==> src/rtl/debug_pkg.sv <==
// Shared types for the debug controller: command opcodes, response codes and FSM states.
package debug_pkg;

  typedef enum logic [3:0] {
    CmdNop   = 4'd0,
    CmdRun   = 4'd1,
    CmdStepI = 4'd2,
    CmdStepC = 4'd3,
    CmdHalt  = 4'd4,
    CmdSetBp = 4'd5,
    CmdClrBp = 4'd6
  } cmd_e;

  typedef enum logic [1:0] {
    StatOk      = 2'd0,
    StatBreak   = 2'd1,
    StatTimeout = 2'd2,
    StatAbort   = 2'd3
  } stat_e;

  typedef enum logic [1:0] {
    StIdle  = 2'd0,
    StRun   = 2'd1,
    StStepI = 2'd2,
    StStepC = 2'd3
  } state_e;

  localparam int unsigned CntW = 32;

  function automatic logic [CntW-1:0] sat_inc(input logic [CntW-1:0] v);
    return (&v) ? v : v + CntW'(1);
  endfunction

  // A zero step count behaves like a single step.
  function automatic logic [CntW-1:0] step_load(input logic [CntW-1:0] arg);
    return (arg == '0) ? CntW'(1) : arg;
  endfunction

endpackage

==> src/rtl/bp_match.sv <==
// PC breakpoint register file with set/clear port and a combinational retire-PC comparator.
module bp_match #(
  parameter int unsigned NUM_BP = 4
) (
  input  logic        clk,
  input  logic        reset,
  input  logic        set_en,
  input  logic        clr_en,
  input  logic [3:0]  idx,
  input  logic [31:0] addr,
  input  logic        retired,
  input  logic [31:0] retired_pc,
  output logic        hit
);

  localparam int unsigned IdxBits = $clog2(NUM_BP);
  localparam logic [3:0]  IdxMask = 4'((1 << IdxBits) - 1);

  logic [3:0]              idx_m;
  logic                    idx_ok;
  logic [NUM_BP-1:0]       en_q, en_d;
  logic [NUM_BP-1:0][31:0] addr_q, addr_d;
  logic [NUM_BP-1:0]       match;

  // Upper index bits are ignored; a masked index can still exceed NUM_BP-1.
  assign idx_m  = idx & IdxMask;
  assign idx_ok = 32'(idx_m) < NUM_BP;

  always_comb begin
    en_d   = en_q;
    addr_d = addr_q;
    for (int unsigned i = 0; i < NUM_BP; i++) begin
      if (idx_ok && (32'(idx_m) == i)) begin
        if (set_en) begin
          en_d[i]   = 1'b1;
          addr_d[i] = addr;
        end else if (clr_en) begin
          en_d[i] = 1'b0;
        end
      end
    end
  end

  always_ff @(posedge clk or posedge reset) begin
    if (reset) begin
      en_q   <= '0;
      addr_q <= '0;
    end else begin
      en_q   <= en_d;
      addr_q <= addr_d;
    end
  end

  always_comb begin
    match = '0;
    for (int unsigned i = 0; i < NUM_BP; i++) begin
      match[i] = en_q[i] && (addr_q[i] == retired_pc);
    end
  end

  assign hit = retired && (|match);

endmodule

==> src/rtl/debug_ctrl.sv <==
// Debug controller: byte-writable instruction ROM, PC breakpoints and a run/step/halt command FSM
// that reports a stop reason and active cycle count on every command.
module debug_ctrl
  import debug_pkg::*;
#(
  parameter int unsigned ROM_BYTES   = 32,
  parameter int unsigned NUM_BP      = 4,
  parameter int unsigned MAX_RUN_CYC = 2 ** 20,
  parameter int unsigned ROM_AW      = $clog2(ROM_BYTES)
) (
  input  logic              clk,
  input  logic              reset,
  input  logic              cmd_valid,
  output logic              cmd_ready,
  input  logic [3:0]        cmd_op,
  input  logic [31:0]       cmd_arg,
  input  logic [3:0]        cmd_idx,
  output logic              rsp_valid,
  output logic [1:0]        rsp_status,
  output logic [31:0]       cycle_count,
  input  logic              rom_wr_en,
  input  logic [ROM_AW-1:0] rom_wr_addr,
  input  logic [7:0]        rom_wr_data,
  output logic              cpu_halt,
  input  logic [31:0]       imem_addr,
  output logic [31:0]       imem_data,
  input  logic              retired,
  input  logic [31:0]       retired_pc
);

  localparam logic [31:0] TimeoutAt = 32'(MAX_RUN_CYC - 1);

  state_e                      state_q, state_d;
  logic [31:0]                 cnt_q, cnt_d;
  logic [31:0]                 act_cnt_q, act_cnt_d;
  logic                        cpu_halt_q, cpu_halt_d;
  logic                        rsp_valid_q, rsp_valid_d;
  stat_e                       rsp_status_q, rsp_status_d;
  logic [31:0]                 cycle_count_q, cycle_count_d;
  logic [ROM_BYTES-1:0][7:0]   rom_q, rom_d;

  logic                        cmd_fire;
  logic                        bp_set, bp_clr, bp_hit;
  logic                        ev_break, ev_step, ev_timeout, ev_abort, step_tick;
  logic [ROM_AW-1:0]           a0, a1, a2, a3;
  logic                        unused_imem_addr;

  bp_match #(
    .NUM_BP (NUM_BP)
  ) u_bp_match (
    .clk        (clk),
    .reset      (reset),
    .set_en     (bp_set),
    .clr_en     (bp_clr),
    .idx        (cmd_idx),
    .addr       (cmd_arg),
    .retired    (retired),
    .retired_pc (retired_pc),
    .hit        (bp_hit)
  );

  // HALT is always accepted so an active command can be aborted.
  assign cmd_ready = (state_q == StIdle) || (cmd_op == CmdHalt);
  assign cmd_fire  = cmd_valid && cmd_ready;

  always_comb begin
    state_d       = state_q;
    cnt_d         = cnt_q;
    act_cnt_d     = act_cnt_q;
    rsp_valid_d   = 1'b0;
    rsp_status_d  = rsp_status_q;
    cycle_count_d = cycle_count_q;
    bp_set        = 1'b0;
    bp_clr        = 1'b0;
    ev_break      = 1'b0;
    ev_step       = 1'b0;
    ev_timeout    = 1'b0;
    ev_abort      = 1'b0;
    step_tick     = 1'b0;
    unique case (state_q)
      StIdle: begin
        if (cmd_fire) begin
          case (cmd_e'(cmd_op))
            CmdRun: begin
              state_d   = StRun;
              act_cnt_d = '0;
            end
            CmdStepI: begin
              state_d   = StStepI;
              cnt_d     = step_load(cmd_arg);
              act_cnt_d = '0;
            end
            CmdStepC: begin
              state_d   = StStepC;
              cnt_d     = step_load(cmd_arg);
              act_cnt_d = '0;
            end
            default: begin
              bp_set        = (cmd_op == CmdSetBp);
              bp_clr        = (cmd_op == CmdClrBp);
              rsp_valid_d   = 1'b1;
              rsp_status_d  = StatOk;
              cycle_count_d = '0;
            end
          endcase
        end
      end
      default: begin
        act_cnt_d  = sat_inc(act_cnt_q);
        step_tick  = (state_q == StStepC) || ((state_q == StStepI) && retired);
        if (step_tick) begin
          cnt_d = cnt_q - 32'd1;
        end
        ev_break   = bp_hit && (state_q != StStepC);
        ev_step    = step_tick && (cnt_q == 32'd1);
        ev_timeout = (state_q != StStepC) && (act_cnt_q == TimeoutAt);
        ev_abort   = cmd_fire;
        if (ev_break || ev_step || ev_timeout || ev_abort) begin
          state_d       = StIdle;
          rsp_valid_d   = 1'b1;
          cycle_count_d = act_cnt_d;
          if (ev_break) begin
            rsp_status_d = StatBreak;
          end else if (ev_step) begin
            rsp_status_d = StatOk;
          end else if (ev_timeout) begin
            rsp_status_d = StatTimeout;
          end else begin
            rsp_status_d = StatAbort;
          end
        end
      end
    endcase
    cpu_halt_d = (state_d == StIdle);
  end

  // Fetch lanes wrap within the ROM; writes land only while the CPU is stalled.
  assign a0 = imem_addr[ROM_AW-1:0];
  assign a1 = a0 + ROM_AW'(1);
  assign a2 = a0 + ROM_AW'(2);
  assign a3 = a0 + ROM_AW'(3);
  assign imem_data = {rom_q[a3], rom_q[a2], rom_q[a1], rom_q[a0]};
  assign unused_imem_addr = ^imem_addr[31:ROM_AW];

  always_comb begin
    rom_d = rom_q;
    if (rom_wr_en && cpu_halt_q) begin
      rom_d[rom_wr_addr] = rom_wr_data;
    end
  end

  always_ff @(posedge clk or posedge reset) begin
    if (reset) begin
      state_q       <= StIdle;
      cnt_q         <= '0;
      act_cnt_q     <= '0;
      cpu_halt_q    <= 1'b1;
      rsp_valid_q   <= 1'b0;
      rsp_status_q  <= StatOk;
      cycle_count_q <= '0;
      rom_q         <= '0;
    end else begin
      state_q       <= state_d;
      cnt_q         <= cnt_d;
      act_cnt_q     <= act_cnt_d;
      cpu_halt_q    <= cpu_halt_d;
      rsp_valid_q   <= rsp_valid_d;
      rsp_status_q  <= rsp_status_d;
      cycle_count_q <= cycle_count_d;
      rom_q         <= rom_d;
    end
  end

  assign cpu_halt    = cpu_halt_q;
  assign rsp_valid   = rsp_valid_q;
  assign rsp_status  = rsp_status_q;
  assign cycle_count = cycle_count_q;

endmodule
==> config.mk <==
export PLATFORM = sky130hd
export DESIGN_NAME = debug_ctrl
export DESIGN_NICKNAME = d
export VERILOG_FILES = /design/src/rtl/debug_pkg.sv /design/src/rtl/bp_match.sv /design/src/rtl/debug_ctrl.sv
export SDC_FILE = /design/constraint.sdc
export NUM_CORES = 1
export LEC_CHECK = 0
export CAP_MARGIN = 15
export CORE_MARGIN = 5
export CORE_UTILIZATION = 44
export DETAILED_ROUTE_END_ITERATION = 8
export PLACE_DENSITY = 0.6
export RECOVER_POWER = 25
export SLEW_MARGIN = 15
export SYNTH_ARGS = -nofsm -noshare
export SYNTH_HDL_FRONTEND = slang
export SYNTH_SLANG_ARGS = --single-unit
==> constraint.sdc <==
create_clock -name clk -period 35.3 [get_ports clk]
set_input_delay 5.295 -clock clk [delete_from_list [all_inputs] [get_ports clk]]
set_output_delay 5.295 -clock clk [all_outputs]
set_load 0.03 [all_outputs]
==> results of run 1 <==
-- how the worst min path moves through the flow --
stage | startpoint | to | slack [ns] | depth (start not counted)
CTS | cycle_count[16]$_DFFE_PP0P_ | cycle_count[16]$_DFFE_PP0P_ | 0.49 | 1
floorplan | u_bp_match.en_q[1]$_DFFE_PP0P_ | u_bp_match.en_q[1]$_DFFE_PP0P_ | 0.45 | 2
global route | cycle_count[21]$_DFFE_PP0P_ | cycle_count[21]$_DFFE_PP0P_ | 0.51 | 1
finish | cycle_count[1]$_DFFE_PP0P_ | cycle_count[1]$_DFFE_PP0P_ | 0.49 | 1
global placement | cycle_count[2]$_DFFE_PP0P_ | cycle_count[2]$_DFFE_PP0P_ | 0.47 | 1
detailed placement | cycle_count[4]$_DFFE_PP0P_ | cycle_count[4]$_DFFE_PP0P_ | 0.47 | 1
-- metrics by stage --
step	std cells	hold slack, ns	worst slack [ns]
2_1_floorplan	2214	0.451	16.33
3_3_place_gp	3135	0.473	19.85
3_5_place_dp	3135	0.472	19.75
4_1_cts	3238	0.493	19.76
5_1_grt	3239	0.508	19.72
6_report	3239	0.486	20.02
-- power groups by stage --
stage	Sequential, mW	Clock (mW)	Combinational, mW
6_report	0.780	0.600	0.555
5_1_grt	0.794	0.637	0.591
4_1_cts	0.776	0.614	0.556
3_5_place_dp	0.785	0	0.553
3_3_place_gp	0.772	0	0.544
2_1_floorplan	0.757	0	0.396
-- area by class of cell --
class                   instances  area share
clock buffers                  76      0.0455
clock inverters                27     0.00978
inverters                      18     0.00200
multi-input cells            1550       0.499
flip-flops and latches        490       0.356
well taps                     873      0.0317
repair buffers                205      0.0557
-- synthesized netlist by cell type, types with 15 or more instances --
| cell | instances |
|---|---|
| a21oi_1 | 46 |
| buf_1 | 21 |
| buf_2 | 31 |
| clkbuf_1 | 102 |
| dfrtp_1 | 489 |
| inv_1 | 18 |
| mux2_2 | 414 |
| mux4_2 | 318 |
| nand2_1 | 95 |
| nand3_1 | 40 |
| nand4_1 | 36 |
| nor2_1 | 75 |
| nor3_1 | 31 |
| nor4_1 | 60 |
| o21ai_0 | 79 |
| o2bb2ai_1 | 28 |
| o31ai_1 | 15 |
| xnor2_1 | 57 |
| xor2_1 | 107 |
-- logic make-up after synthesis --
logic type | share of synthesized area
flip-flops | 0.408
buffers and inverters | 0.0234
AO/OA/AOI/OAI | 0.0519
XOR/XNOR | 0.0478
AND/OR/NAND/NOR | 0.0705
multiplexers | 0.395
adder cells (fa/ha/maj) | 0.00291
-- registers in the layout, indices dropped and copies added (netlist names) --
register and count:
rom_q 256, act_cnt_q 32, rsp_status 2, state_q 2
u_bp_match.en_q 4, cnt_q 32, u_bp_match.addr_q 128, cycle_count 32
rsp_valid 1, cpu_halt 1
-- routing by layer --
layer,wire length (µm),part of all wire
met5,30,0.00034
met4,4350,0.049
met2,43300,0.49
met1,34300,0.39
met3,7090,0.080
-- cell usage in the layout (no fill, tap or decap), types with 28 or more instances in the layout --
master	Yosys	routed
nor4_1	60	60
dfrtp_1	489	489
nand2_1	95	95
nand4_1	36	36
xnor2_1	57	54
mux4_2	318	318
o21ai_0	79	79
mux2_2	414	414
clkbuf_16	0	56
nor2_1	75	74
clkdlybuf4s50_1	0	152
a21oi_1	46	46
nand3_1	40	40
xor2_1	107	105
o2bb2ai_1	28	28
nor3_1	31	31
-- critical path: stages --
cell             delay, ns
buf_8                 0.65
inv_1                 0.19
ha_4                  0.84
buf_4                 0.48
buf_16                0.32
mux4_2                0.56
mux4_2                0.50
mux2_2                0.34
clkdlybuf4s50_1       0.61
==> results.md, run 1 <==
* #FFs+latches synth at 490
* Net Switching at 623 µW
* Multi-input logic area at 17200 µm²
* R2R depth at 7
* H-Tree Depth at 2
* Final worst-path cycle share at 0.433
* Synth Flop Type: dfrtp_1
* Drt total wl at 89100 µm
* Yosys cell types at 64
* Final antenna-violating net count at 0
* Clock Latency Late Sink at 0.63 ns
* M2 GR Usage at 0.392
* DRT iter0 DRCs at 2236
* FP Rows at 95
* Setup TNS at 0 ns
* Pint at 1.31 mW
* Core ar. at 67500 µm²
* Final core occ at 0.510
* CP startpoint: imem_addr[0]
* Arr. time, crit path at 9.99 ns
* Worst reg2reg endpoint: cycle_count[14]$_DFFE_PP0P_
* Synthesized instance count at 2214
* Top Usage Layer GRT: met2
* Vias at 21.1k
* Post-synthesis async set-or-reset flop share at 1.00
* Synth top area share at 0.407
* Total track usage at 0.238
* I/O Buffers at 161
* Crit path capture: imem_data[13]
* Max-cap violations at 3
* Root Buffer: clkbuf_16
* Max Slew Vio Count at 199
* Power density cells at 56.2 nW/µm²
* Die area at 73600 µm²
* R2R Setup Slk at 31.83 ns
* Fillers at 5804
* Worst-Margin Slew at 5.52 ns
* GRT overflow at 0
* Clock buffer depth at 3
* Fin nets at 2450
* Diode count at 0
* Worst Setup Start Kind: primary input
* Met1 Resource Use GR at 0.309
* Failing checks: capacitance limit, slew limit
* HP Class: reg -> reg
* # clock sinks at 490
* Clk slew on worst S/H paths at 0.06 ns
* DRT Pass-1 Iters at 5
* Synth Net Count at 2343
* GR Util met3 at 0.0461
* Drt via density at 6.51
* Die width at 271 µm
* Final GP Congestion at 0.875
* Crit end category: output port
* Slew HR at -2.70
* Logic pwr share at 0.287
* Sw frac at 0.322
* Layout area overhead at 14.5%
* Sequential Power Share at 0.403
* Register area at 12300 µm²
* Initial antenna violation count at 3
* Final worst path period need at 15.28 ns
* Clock Skew at 0.0211 ns
* IO Pins at 191
* Num CTS Buffers at 56
* Fmax achieved at 0.0654 GHz
* Initial Util at 0.445
* Hold Buf Count CTS at 0
* Wire length per cell at 27.5 µm
* Count of warnings emitted by yosys at 0
* P_leak at 14.1 nW
* Final Hold Viols at 0
* Layout cells sized above 1 at 0.373
* Post-CTS Resized at 0
* Post-DP Area at 32500 µm²
* Hpwl dp at 58800 µm
* DRC Markers at 0
* Crit Reg-Reg Startpoint: state_q[1]$_DFF_PP0_
* DIE HEIGHT at 271 µm
* Post-synth EDFFs at 0
* Synth Area per Inst at 13.6 µm²
* Post-route cell area at 34400 µm²
* First-pass GRT wire length at 135000 µm
* Finish-stage setup viols at 0
* Cell Area, Synth at 30100 µm²
* CTS tree: built
* Post-CTS Setup Inserts at 0
* Largest net degree at the start of global routing at 161
* Crit Path Class: in -> out
* Seq/Total Area, Yosys at 0.408
* Critical-path maximum fanout at 99
* Worst path required time at 30.00 ns
* Status: finished, violations left
* Clock power share at 0.310
* Maximum vdd drop at 38.1 µV
* Top cells by area, synth: dfrtp_1, mux4_2, mux2_2
* Power Total at 1.93 mW
* RSZ-0062 raised after global routing: false
* Vias in the first global route at 21.4k
* Cell taking the most area after synthesis: dfrtp_1
Note: power is estimated with default switching activity, not from simulation.
==> run 2: changes to the inputs <==
clock period = 15.6 ns   (was 35.3 ns; I/O delays follow)
==> results.md, run 2 (synthesis gave the netlist of run 1 again) <==
* Status: finished, violations left (unchanged)
* Failing checks: capacitance limit, slew limit (unchanged)
* Num CTS Buffers at 57 (was 56)
* Vias in the first global route at 21.5k (was 21.4k)
* Die width at 271 µm (unchanged)
* Fin nets at 2453 (was 2450)
* Worst hold slack at 0.485 ns (was 0.486 ns)
* Finish-stage setup viols at 0 (unchanged)
* Max-cap violations at 3 (unchanged)
* Final core occ at 0.511 (was 0.510)
* Clock Latency Late Sink at 0.64 ns (was 0.63 ns)
* H-Tree Depth at 2 (unchanged)
* Total track usage at 0.241 (was 0.238)
* Drt via density at 6.56 (was 6.51)
* Setup TNS at 0 ns (unchanged)
* Max reg flops at 256 (unchanged)
* Post-route cell area at 34500 µm² (was 34400 µm²)
* Core ar. at 67500 µm² (unchanged)
* Clock Skew at 0.0289 ns (was 0.0211 ns)
* Slew HR at -1.31 (was -2.70)
* Regs by FF count: rom_q: 256 flops, u_bp_match.addr_q: 128 flops (unchanged)
* I/O Buffers at 161 (unchanged)
* GRT overflow at 0 (unchanged)
* Post-CTS Resized at 0 (unchanged)
* Arr. time, crit path at 7.16 ns (was 9.99 ns)
* Commonest non-fill, non-tap cells in the layout: dfrtp_1, mux2_2, mux4_2 (unchanged)
* Vias at 21.3k (was 21.1k)
* CTS tree: built (unchanged)
* Clk slew on worst S/H paths at 0.06 ns (about the same)
* Power Total at 4.44 mW (was 1.93 mW)
* RSZ-0062 raised after global routing: false (unchanged)
* Largest net degree at the start of global routing at 154 (was 161)
* Crit path max-delay cell type: ha_4 (unchanged)
* Post-DP Area at 32600 µm² (was 32500 µm²)
* Most common cell after layout, fill and taps aside: dfrtp_1 (unchanged)
* Die area at 73600 µm² (unchanged)
* Max Slew Vio Count at 162 (was 199)
* Final worst-path cycle share at 0.609
* Crit end category: output port (unchanged)
* Worst-Margin Slew at 3.46 ns (was 5.52 ns)
* Final worst path period need at 9.50 ns
* Maximum vdd drop at 94.0 µV (was 38.1 µV)
* Layout area overhead at 14.8% (was 14.5%)
* Top Metal Used: met5 (unchanged)
* Layout cells sized above 1 at 0.372 (was 0.373)
* Crit Path Class: in -> out (unchanged)
* Fmax achieved at 0.105 GHz
* DRC Markers at 0 (unchanged)
* Largest Register: rom_q (unchanged)
* Met2 wire length at 43600 µm (was 43300 µm)
* Power density cells at 129 nW/µm² (was 56.2 nW/µm²)
* Placed Cells incl. Taps at 3138 (was 3135)
* Post-route setup slack at 6.10 ns (was 20.02 ns)
* Met3 routed wirelength at 6160 µm (was 7090 µm)
* Initial antenna violation count at 5 (was 3)
* Non-Filler Instances at 3242 (was 3239)
* Hpwl dp at 60000 µm (was 58800 µm)
* Final GP Congestion at 0.909 (was 0.875)
* DRT iter0 DRCs at 2092 (was 2236)
* Critical-path maximum fanout at 82 (was 99)
* DIE HEIGHT at 271 µm (unchanged)
* Post-CTS Setup Inserts at 0 (unchanged)
* FP Rows at 95 (unchanged)
* # clock sinks at 490 (unchanged)
* Clock buffer depth at 3 (unchanged)
* Worst slack at placement at 6.05 ns (was 19.75 ns)
* Initial Util at 0.445 (unchanged)
* HP Class: reg -> reg (unchanged)
* Most frequent CP cell: mux4_2 (unchanged)
* Worst path required time at 13.26 ns (was 30.00 ns)
* First-pass GRT wire length at 137000 µm (was 135000 µm)
* DRT met1 WL at 35400 µm (was 34300 µm)
* IO Pins at 191 (unchanged)
* Wire length per cell at 27.6 µm (was 27.5 µm)
* Final antenna-violating net count at 0 (unchanged)
* Final Hold Viols at 0 (unchanged)
* Root Buffer: clkbuf_16 (unchanged)
* P_leak at 14.2 nW (was 14.1 nW)
* Hold Buf Count CTS at 0 (unchanged)
* CP max stage delay at 1.04 ns (was 0.84 ns)
* Drt total wl at 89500 µm (was 89100 µm)
* Worst Setup Start Kind: primary input (unchanged)
* DRT Pass-1 Iters at 7 (was 5)
* Crit path cell chain: buf_8 -> inv_1 -> ha_4 -> buf_4 -> mux4_2 -> mux4_2 -> mux2_2 -> clkdlybuf4s50_1 (was buf_8 -> inv_1 -> ha_4 -> buf_4 -> buf_16 -> mux4_2 -> mux4_2 -> mux2_2 -> clkdlybuf4s50_1)
==> run 2: cell types whose count changed in the layout (fill, tap and decap cells not counted), moves of 3 or more <==
cell        delta
clkbuf_1       +3
diode_2        +4
clkinvlp_4     -4
buf_4          -3
clkinv_2       -4
inv_6          -3
clkbuf_8       +8
==> run 2: layer usage <==
metal,vias up,global-route usage
li1,8927,-
met1,11200,0.320
met2,906,0.394
met3,218,0.0415
met4,2,0.105
met5,-,0
==> run 2: where the power goes <==
| group | internal, mW | leakage, nW | switching, mW |
|---|---|---|---|
| Sequential | 1.51 | 6.44 | 0.263 |
| Combinational | 0.673 | 6.77 | 0.587 |
| Clock | 0.851 | 0.980 | 0.560 |
==> run 2: final timing paths <==
kind                                             start                          end  slack (ns)  cells after the start
min in group asynchronous                        reset        rom_q[41]$_DFFE_PP0P_        3.55                      3
min                        cycle_count[12]$_DFFE_PP0P_  cycle_count[12]$_DFFE_PP0P_        0.49                      1
max reg2reg                       state_q[1]$_DFF_PP0_  cycle_count[30]$_DFFE_PP0P_       12.07                      7
max in group asynchronous                        reset  cycle_count[16]$_DFFE_PP0P_        7.79                      5
max                                       imem_addr[0]                imem_data[15]        6.10                      8
min reg2reg                cycle_count[12]$_DFFE_PP0P_  cycle_count[12]$_DFFE_PP0P_        0.49                      1
==> run 2: layout make-up <==
class,count,area [µm²]
multi-input cells,1550,17200
fillers,5674,33000
clock inverters,17,303
flip-flops and latches,490,12300
inverters,18,71.3
clock buffers,83,1690
repair buffers,207,1900
well taps,873,1090
diodes,4,10.0
==> run 2: critical path: cells and delay by family <==
family,cells,cell delay [ns]
mux,3,1.48
buf+inv,4,2.20
fa+ha+maj,1,1.04
==> run 3: changes to the inputs <==
clock period = 9.58 ns   (was 15.6 ns; I/O delays follow)
==> results.md, run 3 (synthesis gave the netlist of run 1 again) <==
* Status: finished, violations left (unchanged)
* Failing checks: capacitance limit, slew limit (unchanged)
* Most common cell after layout, fill and taps aside: dfrtp_1 (unchanged)
* Total track usage at 0.238 (was 0.241)
* CP max stage delay at 0.90 ns (was 1.04 ns)
* RSZ-0062 raised after global routing: false (unchanged)
* DRT Pass-1 Iters at 8 (was 7)
* Crit path cell chain: buf_6 -> inv_1 -> ha_4 -> buf_4 -> mux4_2 -> mux4_2 -> mux2_2 -> clkdlybuf4s50_1 (was buf_8 -> inv_1 -> ha_4 -> buf_4 -> mux4_2 -> mux4_2 -> mux2_2 -> clkdlybuf4s50_1)
* Post-CTS Setup Inserts at 0 (unchanged)
* Maximum vdd drop at 139 µV (was 94.0 µV)
* Most frequent CP cell: mux4_2 (unchanged)
* Register area at 12300 µm² (unchanged)
* Final antenna-violating net count at 0 (unchanged)
* Critical-path maximum fanout at 77 (was 82)
* Finish-stage setup viols at 0 (unchanged)
* Final worst path period need at 7.32 ns
* Largest Register: rom_q (unchanged)
* Worst-Margin Slew at 4.09 ns (was 3.46 ns)
* Die area at 73600 µm² (unchanged)
* GRT overflow at 0 (unchanged)
* Max-cap violations at 2 (was 3)
* Clk slew on worst S/H paths at 0.06 ns (about the same)
* Root Buffer: clkbuf_16 (unchanged)
* Max Slew Vio Count at 247 (was 162)
* CTS tree: built (unchanged)
* Multi-input logic area at 17200 µm² (about the same)
* Final worst-path cycle share at 0.764
* Pint at 4.93 mW (was 3.03 mW)
* Layout cells sized above 1 at 0.374 (was 0.372)
* Post-CTS Resized at 0 (unchanged)
* Buffers and inverters on the worst path at 4 (unchanged)
* Die width at 271 µm (unchanged)
* Worst Setup Start Kind: primary input (unchanged)
* Clock Skew at 0.0251 ns (was 0.0289 ns)
* Hold Buf Count CTS at 0 (unchanged)
* Arr. time, crit path at 5.88 ns (was 7.16 ns)
* Fin nets at 2450 (was 2453)
* Initial Util at 0.445 (unchanged)
* Power density cells at 209 nW/µm² (was 129 nW/µm²)
* DIE HEIGHT at 271 µm (unchanged)
* Setup TNS at 0 ns (unchanged)
* Fmax achieved at 0.137 GHz
* Clock power share at 0.318 (about the same)
* DRT iter0 DRCs at 1760 (was 2092)
* Clock Latency Late Sink at 0.64 ns (about the same)
* P_leak at 14.2 nW (about the same)
* Worst path required time at 8.14 ns (was 13.26 ns)
* Clock buffer depth at 3 (unchanged)
* Initial antenna violation count at 3 (was 5)
* Post-route cell area at 34500 µm² (about the same)
* Drt total wl at 88400 µm (was 89500 µm)
* # clock sinks at 490 (unchanged)
* I/O Buffers at 161 (unchanged)
* Slew HR at -1.72 (was -1.31)
* Num CTS Buffers at 56 (was 57)
* Vias at 21.0k (was 21.3k)
* Crit Path Class: in -> out (unchanged)
* Post-DP Area at 32600 µm² (about the same)
* H-Tree Depth at 2 (unchanged)
* Fillers at 5733 (was 5674)
* Drt via density at 6.50 (was 6.56)
* Wire length per cell at 27.3 µm (was 27.6 µm)
* Layout area overhead at 14.8% (about the same)
* CP top delay family: buffers and inverters (unchanged)
* HP Class: reg -> reg (unchanged)
* Sequential Power Share at 0.398 (about the same)
* Largest net degree at the start of global routing at 173 (was 154)
* FP Rows at 95 (unchanged)
* Final GP Congestion at 0.880 (was 0.909)
* Core ar. at 67500 µm² (unchanged)
* Commonest non-fill, non-tap cells in the layout: dfrtp_1, mux2_2, mux4_2 (unchanged)
* Crit path max-delay cell type: ha_4 (unchanged)
* IO Pins at 191 (unchanged)
* Net Switching at 2.29 mW (was 1.41 mW)
* First-pass GRT wire length at 135000 µm (was 137000 µm)
* Vias in the first global route at 21.1k (was 21.5k)
* DRC Markers at 0 (unchanged)
* Regs by FF count: rom_q: 256 flops, u_bp_match.addr_q: 128 flops (unchanged)
* Logic pwr share at 0.284 (about the same)
* Crit end category: output port (unchanged)
* Sw frac at 0.317 (was 0.318)
* Final Hold Viols at 0 (unchanged)
* Max reg flops at 256 (unchanged)
* Hpwl dp at 59400 µm (was 60000 µm)
[run 3: layer usage]
metal | vias to the layer above | share of wire | global-route usage
met5 | - | 0.00016 | 0
met4 | 2 | 0.048 | 0.0972
met3 | 203 | 0.070 | 0.0423
met2 | 910 | 0.49 | 0.393
met1 | 11000 | 0.39 | 0.314
li1 | 8927 | - | -
[run 3: worst paths after layout]
path,startpoint,depth (start not counted),slack (ns),endpoint
hold reg to reg,cycle_count[8]$_DFFE_PP0P_,1,0.49,cycle_count[8]$_DFFE_PP0P_
setup / recovery,imem_addr[1],8,2.26,imem_data[11]
max in group asynchronous,reset,4,4.50,cycle_count[20]$_DFFE_PP0P_
hold / removal,cycle_count[8]$_DFFE_PP0P_,1,0.49,cycle_count[8]$_DFFE_PP0P_
min in group asynchronous,reset,3,2.70,rom_q[65]$_DFFE_PP0P_
setup reg to reg,state_q[1]$_DFF_PP0_,8,4.17,act_cnt_q[15]$_DFFE_PP0P_
[run 3: final cells by class]
type / count / share of cell area
antenna: 3 / 0.000218
clock buffer: 77 / 0.0473
clock inverter: 23 / 0.0100
inverter: 18 / 0.00207
multi-input combinational: 1550 / 0.498
sequential: 490 / 0.355
tap: 873 / 0.0317
timing repair buffer: 205 / 0.0557
[run 3: power groups by stage]
| stage | Clock, mW | Sequential (mW) | Combinational [mW] |
|---|---|---|---|
| after floorplan | 0 | 2.79 | 1.46 |
| after global placement | 0 | 2.85 | 2.00 |
| after detailed placement | 0 | 2.90 | 2.04 |
| after global routing | 2.44 | 2.93 | 2.18 |
| final | 2.30 | 2.88 | 2.05 |
| after CTS | 2.35 | 2.86 | 2.05 |
[run 3: stage by stage]
step	total power, mW	setup WS (ns)	utilization	hold slack [ns]	cells
floorplan	4.25	1.50	-	0.451	2214
global placement	4.85	2.32	0.482	0.474	3134
detailed placement	4.93	2.22	0.482	0.473	3134
CTS	7.27	2.22	0.512	0.495	3234
global route	7.55	2.04	0.511	0.506	3236
finish	7.23	2.26	0.511	0.490	3239
==> edit (settings of run 3) <==
`ROM_BYTES`: 32 -> 64.
--- a/src/rtl/debug_ctrl.sv
+++ b/src/rtl/debug_ctrl.sv
@@ -3,7 +3,7 @@
 module debug_ctrl
   import debug_pkg::*;
 #(
-  parameter int unsigned ROM_BYTES   = 32,
+  parameter int unsigned ROM_BYTES   = 64,
   parameter int unsigned NUM_BP      = 4,
   parameter int unsigned MAX_RUN_CYC = 2 ** 20,
   parameter int unsigned ROM_AW      = $clog2(ROM_BYTES)
Ports: changed (resized rom_wr_addr); port bits go from 191 to 192. No check against the original RTL was run, so the function may have changed too.
==> edit against run 3 <==
  * The run still ends with max-capacitance violations, max-slew violations left
  * Clock power rose by 55%
  * Global-route usage grew 2.0 points
  * Synthesized area is 58% higher
  * Sequential share of layout area fell by 0.72 points
  * Power is 41% higher
  * Routed wire length up 69%
  * Setup slack got worse by 250 ps
  * First-iteration DRC count grew 95%
  * Cell area up 55%
  * Core utilization decreased by 1.0 points
  * Sequential cell count grew 256
  * Clock skew grew 13 ps
  * Cell count rose by 47%
  * Critical endpoint is now imem_data[20]
  * Highest routed layer unchanged
==> edit: results (changes against run 3) <==
Pwr
  – Sw Share: 30.7% (was 31.7%)
  – Sequential Power: 4.11 mW (was 2.88 mW)
  – Clock net power: 3.56 mW (was 2.30 mW)
  – Peak VDD IR: 138 uV (was 139 uV)

Flow run
  – MaxCap Viol Count: 9 (was 2)

Logic synthesis
  – Seq/Total Area, Yosys: 39.4% (was 40.8%)
  – Top area cells in the synthesized netlist: dfrtp_1 39%, mux4_2 31%, mux2_2 15% (was dfrtp_1 41%, mux4_2 24%, mux2_2 16%)
  – Cells after synthesis: 3226 (was 2214)
  – Yosys cell types: 70 (was 64)
  – Mapped Nets: 3356 (was 2343)

Final layout
  – Fin cells: 4770 (was 3239)
  – Top flop regs: rom_q x512, u_bp_match.addr_q x128 (was rom_q x256, u_bp_match.addr_q x128)
  – FILL cells: 8927 (was 5733)
  – Area of the multi-input gates: 0.0277 sq mm (was 0.0172 sq mm)
  – Layout cells sized above 1: 46.0% (was 37.4%)

Run status
  – Status: complete, but fails checks (unchanged)
  – Violated checks: max-capacitance violations, max-slew violations (unchanged)

Drt
  – TritonRoute pass-1 iters: 5 (was 8)
  – Drt via density: 6.84 (was 6.50)
  – 1st-iter DRT viols: 3436 (was 1760)

Critical path
  – RR Startpoint: state_q[0] (was state_q[1])
  – FF-to-FF setup slack: 3790 ps (was 4170 ps)
  – Max stage delay on crit path: 920 ps (was 900 ps)
  – End of the critical path: imem_data[20] (was imem_data[11])

Clock network
  – Clk Latency, worst-skew pair: 690 ps (was 640 ps)
  – CTS H-tree lvls: 3 (was 2)

Placed design
  – Post-place instance area: 0.0506 sq mm (was 0.0326 sq mm)
  – Placer Congestion: 0.871 (was 0.880)
  – Dpl hpwl: 98700 um (was 59400 um)
  – Place WS: 1960 ps (was 2220 ps)
  – Port Buffers: 163 (was 161)

Global routing
  – GRT Util Overall: 25.8% (was 23.8%)
  – Initial antenna violation count: 8 (was 3)
  – First-pass GRT wire length: 224000 um (was 135000 um)
  – Vias in the first global route: 33026 (was 21149)

Min path
  – Hold Crit Depth: 2 (was 1)
  – HP Start: u_bp_match.en_q[2] (was cycle_count[8])

STA
  – Final worst slack: 2010 ps (was 2260 ps)
  – Slew Limit Fails: 663 (was 247)
  – Final Skew: 38.4 ps (was 25.1 ps)
==> edit: metal layers <==
layer  vias to the layer above  routed length (um)  global-route usage, %
li1                      13066                   -                      -
met1                     17328               58300                   34.8
met2                      1894               70300                   40.4
met3                       338               13300                   5.85
met4                         6                7630                   11.5
met5                         -                  35                      0
==> edit: logic make-up (layout without fill, tap and decap cells) <==
family          Yosys count  after routing  share of synthesized area, %
mux                    1318           1318                          46.6
flops                   746            746                          39.4
simple gates            439            439                          4.59
buf+inv                 294            433                          2.49
compound gates          262            262                          3.73
xor+xnor                160            160                          2.96
fa+ha+maj                 7              7                         0.185
other cells               0              2                             0
==> edit: layout make-up <==
type                            count  area share [%]
Timing Repair Buffer              254            4.42
Antenna cell                        2         0.00934
Clock inverter                     31           0.980
Multi-Input combinational cell   2186            51.6
Tap cell                         1403            3.27
Clock buffer                      129            4.77
Inverter                           19           0.135
Sequential cell                   746            34.8
